--- src/rtl/grant_demux_pkg.sv ---
// rtl/grant_demux_pkg.sv - shared constants and grant decode helpers for grant_demux
// Contents: MAX_N / IDX_W size the grant decode for up to 16 channels,
//           ERR_CNT_W is the invalid-grant counter width,
//           onehot_ok() detects zero/multi-hot grants, onehot_idx() encodes one-hot to index.
package grant_demux_pkg;

  localparam int MAX_N     = 16;
  localparam int IDX_W     = 4;
  localparam int ERR_CNT_W = 8;

  // True only when exactly one bit is set; zero and multi-hot both fail.
  function automatic logic onehot_ok(input logic [MAX_N-1:0] g);
    int cnt;
    cnt = 0;
    for (int i = 0; i < MAX_N; i++) begin
      if (g[i]) cnt++;
    end
    return (cnt == 1);
  endfunction

  // Index of the set bit; only meaningful when onehot_ok(g) holds.
  function automatic logic [IDX_W-1:0] onehot_idx(input logic [MAX_N-1:0] g);
    logic [IDX_W-1:0] idx;
    idx = '0;
    for (int i = 0; i < MAX_N; i++) begin
      if (g[i]) idx = IDX_W'(i);
    end
    return idx;
  endfunction

endpackage

--- src/rtl/grant_demux_chan_reg.sv ---
// rtl/grant_demux_chan_reg.sv - one-entry output holding register with full flag
// Ports: clk, rst_n (async active-low); load/d write a word; drain consumes it;
//        full marks a held word; q holds the last word loaded (kept after drain).
module demux_chan_reg #(
  parameter int width = 4
) (
  input  logic             clk,
  input  logic             rst_n,
  input  logic             load,
  input  logic             drain,
  input  logic [width-1:0] d,
  output logic             full,
  output logic [width-1:0] q
);

  // A load in the same cycle as a drain wins: the slot refills and stays full.
  always_ff @(posedge clk or negedge rst_n) begin
    if (!rst_n) begin
      full <= 1'b0;
      q    <= '0;
    end else begin
      if (load) begin
        full <= 1'b1;
        q    <= d;
      end else if (drain) begin
        full <= 1'b0;
      end
    end
  end

endmodule

--- src/rtl/grant_demux.sv ---
// rtl/grant_demux.sv - registered 1-to-n grant-steered demultiplexer
// Ports: clk, rst_n (async active-low); in_data/in_valid/in_ready input handshake;
//        grant one-hot target; out_data (channel i at [i*width +: width]), out_valid,
//        out_ready per-channel drain; sel_err pulse and err_cnt count for invalid grants.
module grant_demux
  import grant_demux_pkg::*;
#(
  parameter int width   = 4,
  parameter int n       = 4,
  parameter int def_sel = 0
) (
  input  logic                 clk,
  input  logic                 rst_n,
  input  logic [width-1:0]     in_data,
  input  logic                 in_valid,
  output logic                 in_ready,
  input  logic [n-1:0]         grant,
  output logic [n*width-1:0]   out_data,
  output logic [n-1:0]         out_valid,
  input  logic [n-1:0]         out_ready,
  output logic                 sel_err,
  output logic [ERR_CNT_W-1:0] err_cnt
);

  logic [MAX_N-1:0] grant_ext;
  logic             inv;
  logic [IDX_W-1:0] tgt;
  logic [n-1:0]     sel;
  logic [n-1:0]     full;
  logic [n-1:0]     load;
  logic             accept;

  assign grant_ext = MAX_N'(grant);

  always_comb begin
    inv = !onehot_ok(grant_ext);
    tgt = inv ? IDX_W'(def_sel) : onehot_idx(grant_ext);
  end

  // Ready if the target slot is empty or drains this cycle (pass-through refill).
  assign in_ready  = |(sel & (~full | out_ready));
  assign accept    = in_valid && in_ready;
  assign out_valid = full;

  for (genvar i = 0; i < n; i++) begin : g_chan
    assign sel[i]  = (tgt == IDX_W'(i));
    assign load[i] = accept && sel[i];

    demux_chan_reg #(.width(width)) u_chan (
      .clk   (clk),
      .rst_n (rst_n),
      .load  (load[i]),
      .drain (out_ready[i]),
      .d     (in_data),
      .full  (full[i]),
      .q     (out_data[i*width +: width])
    );
  end

  always_ff @(posedge clk or negedge rst_n) begin
    if (!rst_n) begin
      sel_err <= 1'b0;
      err_cnt <= '0;
    end else begin
      sel_err <= accept && inv;
      if (accept && inv && (err_cnt != {ERR_CNT_W{1'b1}})) begin
        err_cnt <= err_cnt + 1'b1;
      end
    end
  end

endmodule
--- config.mk ---
export PLATFORM = sky130hd
export DESIGN_NAME = grant_demux
export DESIGN_NICKNAME = d
export VERILOG_FILES = /design/src/rtl/grant_demux_pkg.sv /design/src/rtl/grant_demux_chan_reg.sv /design/src/rtl/grant_demux.sv
export SDC_FILE = /design/constraint.sdc
export NUM_CORES = 1
export LEC_CHECK = 0
export CAP_MARGIN = 20
export CORE_MARGIN = 2
export CORE_UTILIZATION = 35
export DETAILED_ROUTE_END_ITERATION = 12
export DONT_BUFFER_PORTS = 1
export SYNTH_ARGS = -nofsm -noshare
export SYNTH_HDL_FRONTEND = slang
export SYNTH_HIERARCHICAL = 1
export SYNTH_SLANG_ARGS = --single-unit
--- constraint.sdc ---
create_clock -name clk -period 3.4 [get_ports clk]
set_clock_uncertainty 0.15 [all_clocks]
set_input_delay 0.68 -clock clk [delete_from_list [all_inputs] [get_ports clk]]
set_output_delay 0.68 -clock clk [all_outputs]
set_load 0.02 [all_outputs]
Word-level counts from Yosys, hierarchy flattened

Index checks and enable logic that the tools add are counted.

Equal/unequal tests: 5
Bitwise operators: 3
Mux-type cells: 16
Reduce and logical (&&, ||, !) cells: 14
$add $sub $neg: 4

Operator list:

| cell                                           | count |
|---|---|
| adder 32 x 2 -> 32 bit, second input constant  | 3 |
| two-way mux 32 bit                             | 3 |
| == test 32 x 2 -> 1 bit, second input constant | 1 |
| two-way mux 4 bit                              | 3 |
| two-way mux 1 bit                              | 10 |
| adder 8 x 1 -> 8 bit, second input constant    | 1 |
| == test 4 x 2 -> 1 bit, second input constant  | 2 |
| != test 8 bit, second input constant           | 1 |
| nonzero test 2 bit                             | 4 |
| logical AND 1 bit                              | 7 |
| bitwise AND 4 bit                              | 1 |
| == test 4 x 1 -> 1 bit, second input constant  | 1 |
| logical NOT 4 bit                              | 1 |
| NOT 4 bit                                      | 1 |
| OR 4 bit                                       | 1 |
| OR reduction 4 bit                             | 1 |
| logical NOT 1 bit                              | 1 |

Flip-flop bits (word level): 29
Output and inout bits: 30
Input port bits: 15
Word-level logic and storage cells: 52

Longest topological paths before layout

Gate-level depths: netlist of the first run.

Depth after elaboration: 15
Depth in mapped cells: 10
Depth with buffers taken out: 10

Modules after synthesis

The synthesis of the first run kept the hierarchy.

Modules (own cells, without submodules):

| module         | cells each | seq. area each (um^2) | instances | area each (um^2) |
|---|---|---|---|---|
| grant_demux    | 79         | 225.2                 | 1         | 739.5 |
| demux_chan_reg | 11         | 125.1                 | 4         | 182.7 |

Worst setup path before layout of the first run

No wires, ideal clock.

Kind: input -> register
Start point: input grant[1]
End point: register g_chan[2].u_chan.q[0]
Setup time: 0.125 ns
Stages: 10
Required time: 3.125 ns
Path buffers: 1
Setup slack: 0.074 ns
Arrival: 3.051 ns
Path through: inv_1 ha_1 xor2_1 ha_1 nand3b_1 o311ai_2 nand3_2 buf_6 nor4_1 mux2_2

Cells in the longest elaborated chain, start to end: 12
Elaborated cells between the ends (all ways): 18
Classes of those cells: add/sub (2); eq/ne (4); mux (7); bitwise (1); reduce/logical (4)

Ends and longest elaborated chain:

| element                                              | line                       | RTL |
|---|---|---|
| start: declaration                                   | grant_demux.sv:17          | `input logic [n-1:0] grant,` |
| two-way mux 32 bit                                   | grant_demux_pkg.sv:16      | `if (g[i]) cnt++;` |
| adder 32 x 2 -> 32 bit                               | grant_demux_pkg.sv:16      |  |
| two-way mux 32 bit                                   | grant_demux_pkg.sv:16      |  |
| adder 32 x 2 -> 32 bit                               | grant_demux_pkg.sv:16      |  |
| two-way mux 32 bit                                   | grant_demux_pkg.sv:16      |  |
| == test 32 x 2 -> 1 bit                              | grant_demux_pkg.sv:18      | `return (cnt == 1);` |
| two-way mux 4 bit (*)                                | grant_demux.sv:37          | `tgt = inv ? IDX_W'(def_sel) : onehot_idx(grant_ext);` |
| == test 4 x 1 -> 1 bit, or another cell as far along | grant_demux.sv:46          | `assign sel[i] = (tgt == IDX_W'(i));` |
| bitwise AND 4 bit                                    | grant_demux.sv:41          | `assign in_ready = \|(sel & (~full \| out_ready));` |
| OR reduction 4 bit                                   | grant_demux.sv:41          |  |
| logical AND 1 bit                                    | grant_demux.sv:42          | `assign accept = in_valid && in_ready;` |
| logical AND 1 bit (*)                                | grant_demux.sv:47          | `assign load[i] = accept && sel[i];` |
| named net load[2]                                    | grant_demux.sv:30          | `logic [n-1:0] load;` |
| end signal: assignment                               | grant_demux_chan_reg.sv:20 | `q <= '0;` |
| end signal: assignment                               | grant_demux_chan_reg.sv:24 | `q <= d;` |
| end: declaration                                     | grant_demux_chan_reg.sv:13 | `output logic [width-1:0] q` |

Mark *: on every way through the listed nets, which the timed path passes. The rest lies on a longest branch.
A chain may end at the register's enable or synchronous reset.

Final worst setup path of the first run

Start point: input grant[1]
End point: output in_ready

Cells in the longest elaborated chain, start to end: 10
Elaborated cells between the ends (all ways): 16
Classes of those cells: add/sub (2); eq/ne (4); mux (7); bitwise (1); reduce/logical (2)

Ends and longest elaborated chain:

| element                                              | line                  | RTL |
|---|---|---|
| two-way mux 32 bit                                   | grant_demux_pkg.sv:16 |  |
| adder 32 x 2 -> 32 bit                               | grant_demux_pkg.sv:16 |  |
| two-way mux 32 bit                                   | grant_demux_pkg.sv:16 |  |
| adder 32 x 2 -> 32 bit                               | grant_demux_pkg.sv:16 |  |
| two-way mux 32 bit                                   | grant_demux_pkg.sv:16 |  |
| == test 32 x 2 -> 1 bit                              | grant_demux_pkg.sv:18 |  |
| two-way mux 4 bit (*)                                | grant_demux.sv:37     |  |
| == test 4 x 1 -> 1 bit, or another cell as far along | grant_demux.sv:46     |  |
| bitwise AND 4 bit (*)                                | grant_demux.sv:41     |  |
| OR reduction 4 bit (*)                               | grant_demux.sv:41     |  |
| end: declaration                                     | grant_demux.sv:16     | `output logic in_ready,` |

Mark *: on every way between the ends. The rest lies on a longest branch, timed or not.

==> impl_metrics.csv, run 1 <==
group,metric,value,unit
placement,gp_congestion,0.803,
synthesis,synth.net_count,142,
power_and_ir_drop,switching_share,36.4,%
critical_path,crit_fanout,6,
placement,dp_slack,0.102,ns
power_and_ir_drop,pwr_density_cell,754,nW/um2
timing,report.final.slew_viol_count,0,
routing,viasPerCell,5.29,
timing,hold_viol_final,0,
timing,timing.slew.headroom,71.4,%
finish,layout-drive-gt1-share,33.3,%
die,core,4030,um2
routing,via_count,963,
finish,final_common_cell,"dfrtp_1",
finish,diodes,0,
synthesis,yosysTopAreaCell,"dfrtp_1",
placement,dpl.cell_count,174,
power_and_ir_drop,comb_power_share,18.1,%
synthesis,synth_cells,123,
power_and_ir_drop,intPower,798,uW
min_path,hold_path.class,"input port to async pin",
clocking,cts_tree,"built",
finish,layout.nets,151,
global_route,grt_overflow,0,
synthesis,syn_area,1470,um2
die,dieArea,4730,um2
routing,drtIter0Drc,55,
critical_path,cp-start-kind,"input port",
power_and_ir_drop,switchingPower,456,uW
synthesis,synth-seq-cells,29,
timing,rsz0062_at_grt,"no",
run_status,outcome,"completed",
critical_path,critical_path_class,"input port to output port",
critical_path,crit_path_cell_trace,"inv_1 > ha_1 > xor2_1 > ha_1 > nand3b_1 > o311ai_2 > nand3_2 > nor3_2 > nand2b_2",
finish,final.fill_count,383,
clocking,htreeDepth,2,
global_route,track_usage,14.6,%
routing,dr.pass1.iters,4,
power_and_ir_drop,clkPwrFrac,26.7,%
critical_path,cpMostUsedCell,"ha_1",
clocking,cts.clk_slew.worst_paths,0.06,ns
die,start_util,36.5,%
routing,ant_nets,0,
timing,post-route-min-period,3.22,ns
power_and_ir_drop,max-vdd-ir-drop,0.343,mV
finish,utilization,41.3,%
flow_run,drv_cap,0,
global_route,grt_pass1_vias,1011,
timing,final.setup.tns,0,ns
clocking,cts_buffers,5,
clocking,cts-root-buf,"clkbuf_8",
finish,final_cell_mix,"dfrtp_1, mux2_2, inv_1",
clocking,clockBufferDepth,2,
clocking,numClockSinks,29,
routing,wl,3120,um
timing,setup_viol,0,
power_and_ir_drop,p_leak,0.000751,uW
critical_path,crit_path_end_kind,"output port",
synthesis,synth_top_area_share,49.4,%
timing,timing.fmax,311,MHz
die,fp-row-count,23,
die,die_w,68.8,um
timing,setup_slack,0.179,ns
synthesis,ys_warn_count,6,
finish,syn2layout_area_growth,13.2,%
placement,hpwl,2290,um
die,ios,45,
critical_path,max_stage_delay,0.31,ns
finish,fin_cells,182,
clocking,worst_skew_pair.late_latency,0.27,ns
global_route,grt_pass1_wl,4800,um
synthesis,seq_area_frac_synth,49.4,%
placement,port_buffers,0,
timing,worstMarginPinSlew,0.427,ns
clocking,post_cts_buffers,0,
critical_path,cp.required,2.57,ns
synthesis,syn_area_per_cell,12.0,um2
routing,remaining_drc_errors,0,
global_route,antenna_found_initial,0,
global_route,grt_max_degree,30,
synthesis,synthTopCellsByArea,"dfrtp_1, mux2_2, ha_1",
synthesis,ys_types,34,
routing,wl_per_cell,17.1,um
power_and_ir_drop,seq_power_share,55.2,%
critical_path,cp.arrival,2.39,ns
critical_path,crit_slowest_cell,"ha_1",
timing,fin_crit_sh,94.7,%
die,die_y,68.8,um
## final cells by class
| class | instances | area, um2 | area share (%) |
|---|---|---|---|
| Inverter | 9 | 33.8 | 2.03 |
| Multi-Input combinational cell | 82 | 688 | 41.4 |
| Timing Repair Buffer | 5 | 50.0 | 3.01 |
| Clock inverter | 2 | 35.0 | 2.11 |
| Sequential cell | 29 | 726 | 43.6 |
| Tap cell | 50 | 62.6 | 3.76 |
| Clock buffer | 5 | 68.8 | 4.14 |
## final timing paths
| path | start | end | slack (ns) | cells past startpoint |
|---|---|---|---|---|
| setup / recovery | grant[1] | in_ready | 0.18 | 9 |
| hold / removal | rst_n | err_cnt[6] | 0.07 | 1 |
| setup reg to reg | g_chan[0].u_chan/full | g_chan[1].u_chan/q[2] | 1.21 | 7 |
| hold reg to reg | err_cnt[3] | err_cnt[3] | 0.50 | 1 |
| max in group asynchronous | rst_n | g_chan[0].u_chan/q[2] | 2.86 | 1 |
| min in group clk | in_data[3] | g_chan[2].u_chan/q[3] | 0.41 | 1 |
## cell families (layout without fill, tap and decap cells)
kind of cell | count (synthesis) | after routing | share of synthesized area [%]
adders and majority gates | 4 | 4 | 3.40
AOI/OAI and AO/OA | 18 | 18 | 9.96
xor gates and xnor gates | 7 | 7 | 4.17
buffers and inverters | 12 | 21 | 4.34
DFF | 29 | 29 | 49.4
and+or+nand+nor | 36 | 36 | 15.5
muxes | 17 | 17 | 13.3
## registers in the layout, summed over array words and instances (netlist names)
register,count
err_cnt,8
g_chan.u_chan/full,4
sel_err,1
g_chan.u_chan/q,16
## power by group through the flow
stage                     clock network [uW]  logic [uW]  registers [uW]
after detailed placement                   0         220             699
after CTS                                347         230             695
after floorplan                            0         192             667
after global placement                     0         207             695
after global routing                     372         257             712
final                                    335         228             692
## cell usage after synthesis, drive strengths merged
cell type	instances
o311ai	1
a41oi	2
nand3b	4
a31oi	3
and3	2
dfrtp	29
nor2b	2
ha	4
nor3b	1
a21o	5
o221a	1
nand2	4
nor2	5
and2	2
a211o	1
inv	9
o211a	1
nor3	3
mux2	17
o21ai	2
nor4	1
nand2b	4
xnor2	5
a21oi	2
buf	3
nand3	6
xor2	2
nor4b	1
nand4	1
## metrics by stage
step,hold WS [ns],instance area [um2],power (uW)
floorplan,0.234,1470,859
global placement,0.235,1530,901
detailed placement,0.235,1530,919
CTS,0.0646,1660,1270
global route,0.0577,1660,1340
finish,0.0697,1660,1250
## critical path: cells and delay by family
kind,cells,cell delay [ns]
buffers and inverters,1,0.04
AO/OA/AOI/OAI,1,0.11
adder cells (fa/ha/maj),2,0.61
XOR/XNOR,1,0.16
AND/OR/NAND/NOR,4,0.80
## repair_timing
action                                  4_1_cts  5_1_grt
endpoints found under the hold margin        29        0
gates resized for setup                       0        2
hold buffers                                  1        0
endpoints found under the setup margin        0        1
## metal layers
layer / global-route usage [%] / part of all wire (%)
met2: 24.9 / 51
met3: 8.44 / 11
met5: 0 / 0
met1: 15.5 / 38
met4: 3.68 / 0.38
Power figures use the tool's default switching activity.
==> run 2, diff against run 1 <==
Settings changed: PLACE_DENSITY set to 0.61.
==> run 2 against run 1 <==
  * Critical path depth is the same
  * Design area is 0.30% lower
  * Hold slack gained 0.0059 ns
  * Highest routed layer unchanged
  * Final cell count unchanged
  * Combinational power about the same
  * Fmax up 0.10%
  * Register-to-register slack worse by 0.10 ns
==> impl_metrics.csv, run 2 (synthesized netlist as in run 1, its figures left out) <==
group,metric,value,unit
critical_path,cpMostUsedCell,"ha_1",
die,start_util,36.5,%
routing,dr.pass1.iters,4,
die,dieArea,4730,um2
finish,layout-drive-gt1-share,32.6,%
clocking,worst_skew_pair.late_latency,0.27,ns
timing,final.setup.tns,0,ns
global_route,grt_max_degree,30,
finish,multi_input_area,683,um2
critical_path,reg2reg_slack,1.11,ns
timing,timing.slew.headroom,67.4,%
finish,final_common_cell,"dfrtp_1",
routing,viasPerCell,5.35,
timing,hold_viol_final,0,
timing,setup_viol,0,
critical_path,crit_path_cell_trace,"inv_1 > ha_1 > xor2_1 > ha_1 > nand3b_1 > o311ai_2 > nand3_2 > nor3_1 > nand2b_2",
placement,port_buffers,0,
timing,worstMarginPinSlew,0.487,ns
finish,final_cell_mix,"dfrtp_1, mux2_2, inv_1",
die,die_y,68.8,um
timing,report.final.slew_viol_count,0,
critical_path,crit_fanout,6,
critical_path,cpLargestDelayFamily,"simple AND/OR/NAND/NOR gates",
clocking,cts-root-buf,"clkbuf_8",
routing,via_count,973,
finish,regArea,726,um2
critical_path,max_stage_delay,0.32,ns
power_and_ir_drop,max-vdd-ir-drop,0.335,mV
routing,wl_per_cell,17.5,um
die,ios,45,
power_and_ir_drop,p_leak,0.000751,uW
clocking,numClockSinks,29,
clocking,clockBufferDepth,2,
timing,worst_hold_slack,0.0755,ns
critical_path,r2r_end,"g_chan[1].u_chan/q[0]",
routing,wl,3180,um
global_route,grt_overflow,0,
global_route,grt_pass1_wl,4950,um
placement,hpwl,2320,um
global_route,track_usage,14.8,%
critical_path,cp-start-kind,"input port",
critical_path,cp.arrival,2.39,ns
finish,final.fill_count,404,
routing,remaining_drc_errors,0,
finish,syn2layout_area_growth,12.9,%
routing,drtIter0Drc,28,
critical_path,crit_buf_inv,1,
global_route,grt_pass1_vias,1069,
finish,regMostFlops,"g_chan.u_chan/q",
die,core,4030,um2
finish,reg_top3,"g_chan.u_chan/q x16, err_cnt x8, g_chan.u_chan/full x4",
critical_path,timing.rr.start,"g_chan[0].u_chan/full",
clocking,cts_tree,"built",
critical_path,crit_slowest_cell,"ha_1",
critical_path,crit_path_end_kind,"output port",
critical_path,reg2regPathDepth,7,
critical_path,cp.required,2.57,ns
min_path,hold_path.class,"input port to async pin",
timing,post-route-min-period,3.22,ns
placement,gp_congestion,0.765,
finish,largest_reg_flops,16,
finish,layout.nets,151,
clocking,htreeDepth,2,
clocking,cts.clk_slew.worst_paths,0.06,ns
timing,fin_crit_sh,94.6,%
flow_run,drv_cap,0,
timing,rsz0062_at_grt,"no",
power_and_ir_drop,pwr_density_cell,755,nW/um2
global_route,antenna_found_initial,0,
finish,diodes,0,
routing,ant_nets,0,
run_status,outcome,"completed",
timing,timing.fmax,311,MHz
die,fp-row-count,23,
critical_path,critical_path_class,"input port to output port",
clocking,cts_buffers,5,
die,die_w,68.8,um
[run 2: worst max path at each step]
stage / start / to / slack (ns) / depth (start not counted)
floorplan: grant[1] / g_chan[2].u_chan/q[0] / 0.07 / 10
global placement: grant[1] / in_ready / 0.20 / 9
global route: grant[0] / in_ready / 0.02 / 9
CTS: grant[0] / in_ready / 0.15 / 9
finish: grant[1] / in_ready / 0.18 / 9
detailed placement: grant[0] / g_chan[1].u_chan/q[0] / 0.16 / 11
[run 2: area by class of cell]
type | instances | share of cell area (%)
Tap cell | 50 | 3.77
Clock buffer | 5 | 4.15
Clock inverter | 2 | 2.11
Inverter | 9 | 2.04
Multi-Input combinational cell | 82 | 41.2
Sequential cell | 29 | 43.7
Timing Repair Buffer | 5 | 3.02
[run 2: through the flow]
| stage | power, uW | setup slack [ns] | utilization [%] | instances | instance area, um2 |
|---|---|---|---|---|---|
| floorplan | 859 | 0.0740 | - | 123 | 1470 |
| global placement | 901 | 0.198 | 38.0 | 174 | 1530 |
| detailed placement | 915 | 0.157 | 38.0 | 174 | 1530 |
| CTS | 1270 | 0.147 | 41.1 | 182 | 1660 |
| global route | 1330 | 0.0156 | 41.2 | 182 | 1660 |
| finish | 1250 | 0.183 | 41.2 | 182 | 1660 |
[run 2: power by group]
group / switching, uW / leakage (uW) / internal (uW) / total (uW)
Clock: 122 / 0.0000540 / 213 / 334
Combinational: 92.0 / 0.000337 / 133 / 225
Sequential: 241 / 0.000360 / 452 / 693
[run 2: per-layer routing]
layer	track usage (%)	routed length (um)	share of wire [%]
met1	15.6	1220	38
met2	24.0	1570	49
met3	8.77	371	12
met4	6.13	14	0.44
met5	0	0	0
[run 2: what timing repair did]
action,in CTS,in global routing
buffers inserted,0,0
gates resized for setup,0,1
hold buffers,1,0
hold endpoints to repair,29,0
setup endpoints to repair,0,1
[run 2: worst reg2reg max path, stage by stage, from the launching register on]
cell      delay, ns
dfrtp_1        0.47
nand2b_1       0.23
o211a_1        0.18
o21ai_0        0.09
nor3_1         0.25
nor4b_2        0.25
buf_4          0.20
mux2_2         0.35
